### src/rtl/shift_seq_pkg.sv
// Shared types and default sizes for the shift-register command sequencer.
package shift_seq_pkg;

    localparam int DEF_WIDTH = 4;
    localparam int DEF_CNT_W = 3;

    typedef enum logic [1:0] {
        OP_LOAD = 2'd0,
        OP_ROTR = 2'd1,
        OP_ROTL = 2'd2,
        OP_ASR  = 2'd3
    } op_e;

    typedef enum logic {
        S_IDLE  = 1'b0,
        S_SHIFT = 1'b1
    } state_e;

endpackage

### src/rtl/shift_next_value.sv
// Value the downstream register holds after one shift of the given kind (bit 0 = LSB).
module shift_next_value
    import shift_seq_pkg::*;
#(
    parameter int WIDTH = DEF_WIDTH
) (
    input  logic [WIDTH-1:0] value_i,
    input  logic [1:0]       op_i,
    output logic [WIDTH-1:0] next_o
);

    always_comb begin
        next_o = value_i;
        case (op_e'(op_i))
            OP_ROTR: next_o = {value_i[0], value_i[WIDTH-1:1]};
            OP_ROTL: next_o = {value_i[WIDTH-2:0], value_i[WIDTH-1]};
            OP_ASR:  next_o = {value_i[WIDTH-1], value_i[WIDTH-1:1]};
            default: next_o = value_i;
        endcase
    end

endmodule

### src/rtl/shift_cmd_sequencer.sv
// Sequences load/rotate/arithmetic-shift commands into the 4-bit register stage and
// tracks a shadow of its contents so the stage can be held by reloading while idle.
module shift_cmd_sequencer
    import shift_seq_pkg::*;
#(
    parameter int WIDTH = DEF_WIDTH,
    parameter int CNT_W = DEF_CNT_W
) (
    input  logic             clock,
    input  logic             reset,
    input  logic             cmd_valid,
    output logic             cmd_ready,
    input  logic [1:0]       cmd_op,
    input  logic [WIDTH-1:0] cmd_data,
    input  logic [CNT_W-1:0] cmd_count,
    output logic             ParallelLoadn,
    output logic             RotateRight,
    output logic             ASRight,
    output logic [WIDTH-1:0] Data_OUT,
    output logic             busy,
    output logic             done,
    output logic [WIDTH-1:0] shadow_q
);

    // Handshake: a command transfers on a rising edge where cmd_valid && cmd_ready;
    // cmd_ready is high only in IDLE, and the fields are sampled only at that edge.

    state_e           state_q;
    op_e              op_q;
    logic [CNT_W-1:0] cnt_q;
    logic             done_q;
    logic [WIDTH-1:0] shadow_d;

    shift_next_value #(.WIDTH(WIDTH)) u_next (
        .value_i (shadow_q),
        .op_i    (op_q),
        .next_o  (shadow_d)
    );

    always_ff @(posedge clock) begin
        if (reset) begin
            state_q  <= S_IDLE;
            shadow_q <= '0;
            cnt_q    <= '0;
            op_q     <= OP_LOAD;
            done_q   <= 1'b0;
        end else begin
            done_q <= 1'b0;
            case (state_q)
                S_IDLE: begin
                    if (cmd_valid) begin
                        if (op_e'(cmd_op) == OP_LOAD) begin
                            shadow_q <= cmd_data;
                            done_q   <= 1'b1;
                        end else if (cmd_count == '0) begin
                            done_q <= 1'b1;
                        end else begin
                            op_q    <= op_e'(cmd_op);
                            cnt_q   <= cmd_count;
                            state_q <= S_SHIFT;
                        end
                    end
                end
                S_SHIFT: begin
                    // Shadow moves in lock-step with the downstream shift on this edge.
                    shadow_q <= shadow_d;
                    cnt_q    <= cnt_q - CNT_W'(1);
                    if (cnt_q == CNT_W'(1)) begin
                        state_q <= S_IDLE;
                        done_q  <= 1'b1;
                    end
                end
                default: state_q <= S_IDLE;
            endcase
        end
    end

    assign cmd_ready     = (state_q == S_IDLE);
    assign busy          = (state_q == S_SHIFT);
    assign ParallelLoadn = busy;
    assign RotateRight   = busy && (op_q != OP_ROTL);
    assign ASRight       = busy && (op_q == OP_ASR);
    assign Data_OUT      = shadow_q;
    assign done          = done_q;

endmodule

### config.mk
export PLATFORM = sky130hd
export DESIGN_NAME = shift_cmd_sequencer
export DESIGN_NICKNAME = d
export VERILOG_FILES = /design/src/rtl/shift_seq_pkg.sv /design/src/rtl/shift_next_value.sv /design/src/rtl/shift_cmd_sequencer.sv
export SDC_FILE = /design/constraint.sdc
export NUM_CORES = 1
export LEC_CHECK = 0
export BUFFER_PORTS_ARGS = -buffer_cell sky130_fd_sc_hd__buf_2
export CAP_MARGIN = 20
export CORE_MARGIN = 3
export CORE_UTILIZATION = 43
export DETAILED_ROUTE_END_ITERATION = 7
export PLACE_DENSITY_LB_ADDON = 0.15
export SYNTH_ARGS = -nofsm -noshare
export SYNTH_HDL_FRONTEND = slang
export SYNTH_SLANG_ARGS = --single-unit
### constraint.sdc
create_clock -name clock -period 1.5 [get_ports clock]
set_clock_uncertainty 0.1 [all_clocks]
set_input_delay 0.3 -clock clock [delete_from_list [all_inputs] [get_ports clock]]
set_output_delay 0.3 -clock clock [all_outputs]
set_load 0.02 [all_outputs]
==> results.json, run 1 <==
{
  "cts_buffers": 3,
  "synth_area_per_cell_um2": 8.21,
  "vias_per_cell": 5.68,
  "die-area_mm2": 0.00227,
  "finalWorstSetupSlack_ps": -60.1,
  "dpl_cell_area_um2": 876,
  "synth_common_cells": "11 x dfxtp_1, 11 x nand2_1, 9 x nor2_1, 6 x buf_4, 6 x ha_1",
  "yosysTopAreaCellShare_pct": 29.5,
  "ios": 26,
  "clk-insertion-delay-late_ps": 270,
  "drtIter0Drc": 15,
  "drt_first_pass_iters": 4,
  "synth_edf_count": 0,
  "rsz0062_at_grt": "yes",
  "endpoint_kind": "output port",
  "drive_gt1_share_pct": 47.5,
  "ant_nets": 0,
  "drv_slew": 0,
  "status": "finished with violations",
  "ys_warn_count": 0,
  "cpLargestDelayFamily": "flip-flops",
  "multi_input_area_um2": 542,
  "area_delta_synth_final_pct": 40.0,
  "dpl.cell_count": 129,
  "timing.fmax_mhz": 641,
  "cp_common_cell": "buf_6",
  "synth_top_area_cell": "dfxtp_1",
  "arrival_ps": 1160,
  "irDropWorstVdd_uv": 541,
  "holdWs_ps": 172,
  "gp_routability_congestion": 0.768,
  "path_cells": "inv_4, ha_4, buf_6, nor2_4, buf_6",
  "antenna_found_initial": 0,
  "cp_num_buf_inv": 3,
  "min_period_ps": 1560,
  "leakage_nw": 0.447,
  "synth_nets": 109,
  "maxCapViolCount": 0,
  "syn_area_um2": 747,
  "grt_pass1_vias": 680,
  "grt_pass1_wl_mm": 3.01,
  "vias": 773,
  "finalCritPeriodShare_pct": 104,
  "setup_viol": 3,
  "grtUsageTotal_pct": 18.8,
  "clkTransAtPathRegs_ps": 70,
  "n_fill_cell": 135,
  "avgRoutedWirePerCell_um": 14.3,
  "power_density_mw_per_mm2": 792,
  "cts_tree": "built",
  "wirelength_mm": 1.95,
  "worst_slew_pin_slew_ps": 349,
  "ys_types": 34,
  "start_util_pct": 47.4,
  "cp_max_fo": 4,
  "cts.sinks": 11,
  "finalNonFillerCells": 136,
  "synth_seq_cells": 11,
  "synthFlopType": "dfxtp_1",
  "cp_slowest_cell": "dfxtp_4",
  "die_w_um": 47.7,
  "hp-class": "in2reg",
  "drcViolationCount": 0,
  "slew_headroom_pct": 76.4,
  "synth_area_leaders": "dfxtp_1 29%, ha_1 10%, buf_4 6.0%",
  "slowest_delay_ps": 390,
  "finalHoldViolations": 0,
  "tns_ps": -104,
  "async_reset_ff_share_pct": 0,
  "grt_max_degree": 12,
  "final_area_mm2": 0.00105,
  "synth-seq-area-share_pct": 29.5,
  "cts_root_buffer": "clkbuf_4",
  "total_power_uw": 829,
  "htree_levels": 1,
  "dp_hpwl_mm": 1.31,
  "core-area_mm2": 0.00158,
  "die_h_um": 47.7,
  "clockBufferDepth": 2,
  "seq_area_um2": 229,
  "crit_type": "reg2out",
  "n_antenna_cell": 0,
  "grt.overflow.total": 0,
  "violations": "setup timing",
  "crit_required_ps": 1100,
  "num_rows": 14,
  "io_buffers": 25,
  "fin_nets": 139,
  "critPathLaunchType": "register",
  "synth_cells": 91
}
## per-layer routing
metal / vias up / GRT usage, % / wire length [µm]
li1: 386 / - / -
met1: 358 / 25.1 / 888
met2: 27 / 28.0 / 945
met3: 2 / 6.77 / 108
met4: 0 / 6.45 / 6
met5: - / 0 / 0
## tightest hold or removal path: stages
cell and delay [ps]:
buf_2 110, nand2_1 50, a21oi_1 50
## report_power, final
part | switching, mW | leakage, nW | internal (mW) | total, mW
clock network | 0.105 | 0.0150 | 0.103 | 0.208
logic | 0.157 | 0.340 | 0.119 | 0.276
registers | 0.0280 | 0.0921 | 0.316 | 0.344
total | 0.290 | 0.447 | 0.538 | 0.829
## layout by cell type (no fill, tap or decap), types with 2 or more instances in the layout
master,n
inv_4,2
and2_1,2
a311oi_2,2
clkbuf_4,3
nand2b_4,2
a21oi_1,4
ha_1,3
a31oi_1,2
o21ai_1,3
o221ai_1,2
buf_6,4
buf_2,23
dfxtp_4,2
nor2_1,6
ha_4,2
nand2_1,11
buf_4,6
nor2_4,3
nor2b_1,2
a221oi_1,2
dfxtp_1,8
a311oi_1,2
inv_1,3
## stage by stage
step | util [%] | setup slack, ps
final | 66.3 | -60.1
after global routing | 66.3 | -106
after CTS | 63.9 | -64.8
after detailed placement | 55.6 | -53.9
after global placement | 55.6 | -30.9
after floorplan | - | 28.1
## kinds of logic after synthesis
group | Yosys count | share of synthesized area, %
AOI/OAI and AO/OA | 27 | 26.6
adders and majority gates | 6 | 10.0
buffers and inverters | 13 | 9.71
DFF | 11 | 29.5
and+or+nand+nor | 34 | 24.1
## worst paths after layout
kind,from,end,slack (ps),depth (start not counted)
max reg2reg,op_q[0],Data_OUT[0],-30,5
max,op_q[0],RotateRight,-60,5
min reg2reg,cnt_q[1],cnt_q[1],390,2
min,cmd_op[1],op_q[1],170,3
## sequential cells by signal, summed over array words and instances (netlist names)
name	count
ParallelLoadn	1
done	1
op_q	2
Data_OUT	4
cnt_q	3
## area by class of cell
type | count | area share [%]
inverters | 5 | 2.27
repair buffers | 33 | 19.6
flip-flops and latches | 11 | 21.9
clock buffers | 4 | 2.51
multi-input cells | 67 | 51.8
well taps | 16 | 1.91
## repair_timing
item,CTS,global route
pin swaps,5,4
gates resized for setup,23,8
buffers inserted,3,0
setup endpoints to repair,7,7
hold buffers,0,0
Note: power is estimated with default switching activity, not from simulation.
==> run 2: changes to the inputs <==
Settings changed: RECOVER_POWER set to 100.
==> run 2 against run 1 <==
Highest routed layer is now met3. Via count is 0.65% lower. The flow still finishes with violations (setup timing). Register-to-register slack is essentially flat. Critical path type unchanged. Power rose by 0.28%.
==> results.json, run 2 (same netlist as run 1, synthesis figures left out) <==
{
  "use_met2_pct": 28.0,
  "vias": 768,
  "critPathLaunchType": "register",
  "fin_nets": 139,
  "leakage_nw": 0.443,
  "cp_max_fo": 4,
  "grt_max_degree": 12,
  "die_h_um": 47.7,
  "path_cells": "inv_4, ha_4, buf_6, nor2_4, buf_6",
  "area_delta_synth_final_pct": 39.5,
  "min_period_ps": 1570,
  "crit_required_ps": 1100,
  "holdWs_ps": 168,
  "total_power_uw": 831,
  "finalHoldViolations": 0,
  "grt-busiest-layer": "met2",
  "cpLargestDelayFamily": "flip-flops",
  "hp-class": "in2reg",
  "arrival_ps": 1170,
  "layout_common_cells": "23 x buf_2, 11 x nand2_1, 8 x dfxtp_1",
  "ios": 26,
  "io_buffers": 25,
  "endpoint_kind": "output port",
  "clk-insertion-delay-late_ps": 280,
  "clockBufferDepth": 2,
  "grt_pass1_wl_mm": 3.01,
  "ant_nets": 0,
  "antenna_found_initial": 0,
  "maxCapViolCount": 0,
  "start_util_pct": 47.4,
  "dpl.cell_count": 129,
  "wirelength_mm": 1.97,
  "cp_num_buf_inv": 3,
  "n_fill_cell": 137,
  "drv_slew": 0,
  "rsz0062_at_grt": "yes",
  "grt_pass1_vias": 680,
  "timing.fmax_mhz": 639,
  "n_antenna_cell": 0,
  "setup_viol": 3,
  "core-area_mm2": 0.00158,
  "irDropWorstVdd_uv": 542,
  "layout_commonest_cell": "buf_2",
  "final_area_mm2": 0.00104,
  "drive_gt1_share_pct": 46.7,
  "postLayoutCoreUtil_pct": 66.1,
  "power_density_mw_per_mm2": 797,
  "die-area_mm2": 0.00227,
  "drcViolationCount": 0,
  "cts_buffers": 3,
  "cp_slowest_cell": "dfxtp_4",
  "violations": "setup timing",
  "drtIter0Drc": 14,
  "finalWorstSetupSlack_ps": -65.0,
  "htree_levels": 1,
  "drt_first_pass_iters": 4,
  "finalNonFillerCells": 136,
  "cts.sinks": 11,
  "crit_type": "reg2out",
  "cp_common_cell": "buf_6",
  "cts_root_buffer": "clkbuf_4",
  "dpl_cell_area_um2": 876,
  "use_met1_pct": 25.1,
  "cts_tree": "built",
  "die_w_um": 47.7,
  "num_rows": 14,
  "gp_routability_congestion": 0.768,
  "slew_headroom_pct": 76.4,
  "slowest_delay_ps": 390,
  "worst_slew_pin_slew_ps": 349,
  "largest_reg_flops": 4,
  "grtUsageTotal_pct": 18.8,
  "vias_per_cell": 5.65,
  "grt.overflow.total": 0,
  "status": "finished with violations",
  "hold_buffers": 0,
  "dp_hpwl_mm": 1.31,
  "finalCritPeriodShare_pct": 104,
  "avgRoutedWirePerCell_um": 14.5,
  "clkTransAtPathRegs_ps": 70,
  "grt_use_met3_pct": 6.77
}
[run 2: stage by stage]
stage	TNS, ps	worst slack, ps
finish	-111	-65.0
global route	-442	-106
CTS	-86.2	-64.8
detailed placement	-94.1	-53.9
global placement	-30.9	-30.9
floorplan	0	28.1
[run 2: worst register-to-register path: stages, from the launching register on]
cell and delay [ps]:
dfxtp_4 390, inv_4 50, ha_2 330, nand2b_4 60, a22o_4 280, a311oi_2 250
[run 2: path summary, 6_finish.rpt]
check	cells past startpoint	endpoint	start	slack (ps)
setup reg to reg	5	Data_OUT[0]	op_q[0]	-30
setup / recovery	5	RotateRight	op_q[0]	-70
hold / removal	3	op_q[1]	cmd_op[1]	170
hold reg to reg	2	cnt_q[1]	cnt_q[1]	390
[run 2: what timing repair did]
| item | in CTS | in global routing |
|---|---|---|
| setup buffers | 3 | 0 |
| gates resized for setup | 23 | 8 |
| gates cloned | 0 | 0 |
| setup endpoints to repair | 7 | 7 |
| pin swaps | 5 | 4 |
[run 2: cell type report]
class | count | area (µm²) | area share, %
clock buffers | 4 | 26.3 | 2.52
inverters | 5 | 23.8 | 2.28
multi-input cells | 67 | 538 | 51.6
flip-flops and latches | 11 | 229 | 22.0
well taps | 16 | 20.0 | 1.92
repair buffers | 33 | 205 | 19.7
[run 2: per-layer routing]
layer	routed length, µm	up-vias
met5	0	-
met4	0	0
met3	122	0
met2	949	28
met1	898	354
li1	-	386
[run 2: where the power goes]
group | switching (mW) | internal (mW) | total (mW)
combinational | 0.158 | 0.118 | 0.276
clock | 0.108 | 0.103 | 0.211
sequential | 0.0280 | 0.316 | 0.344
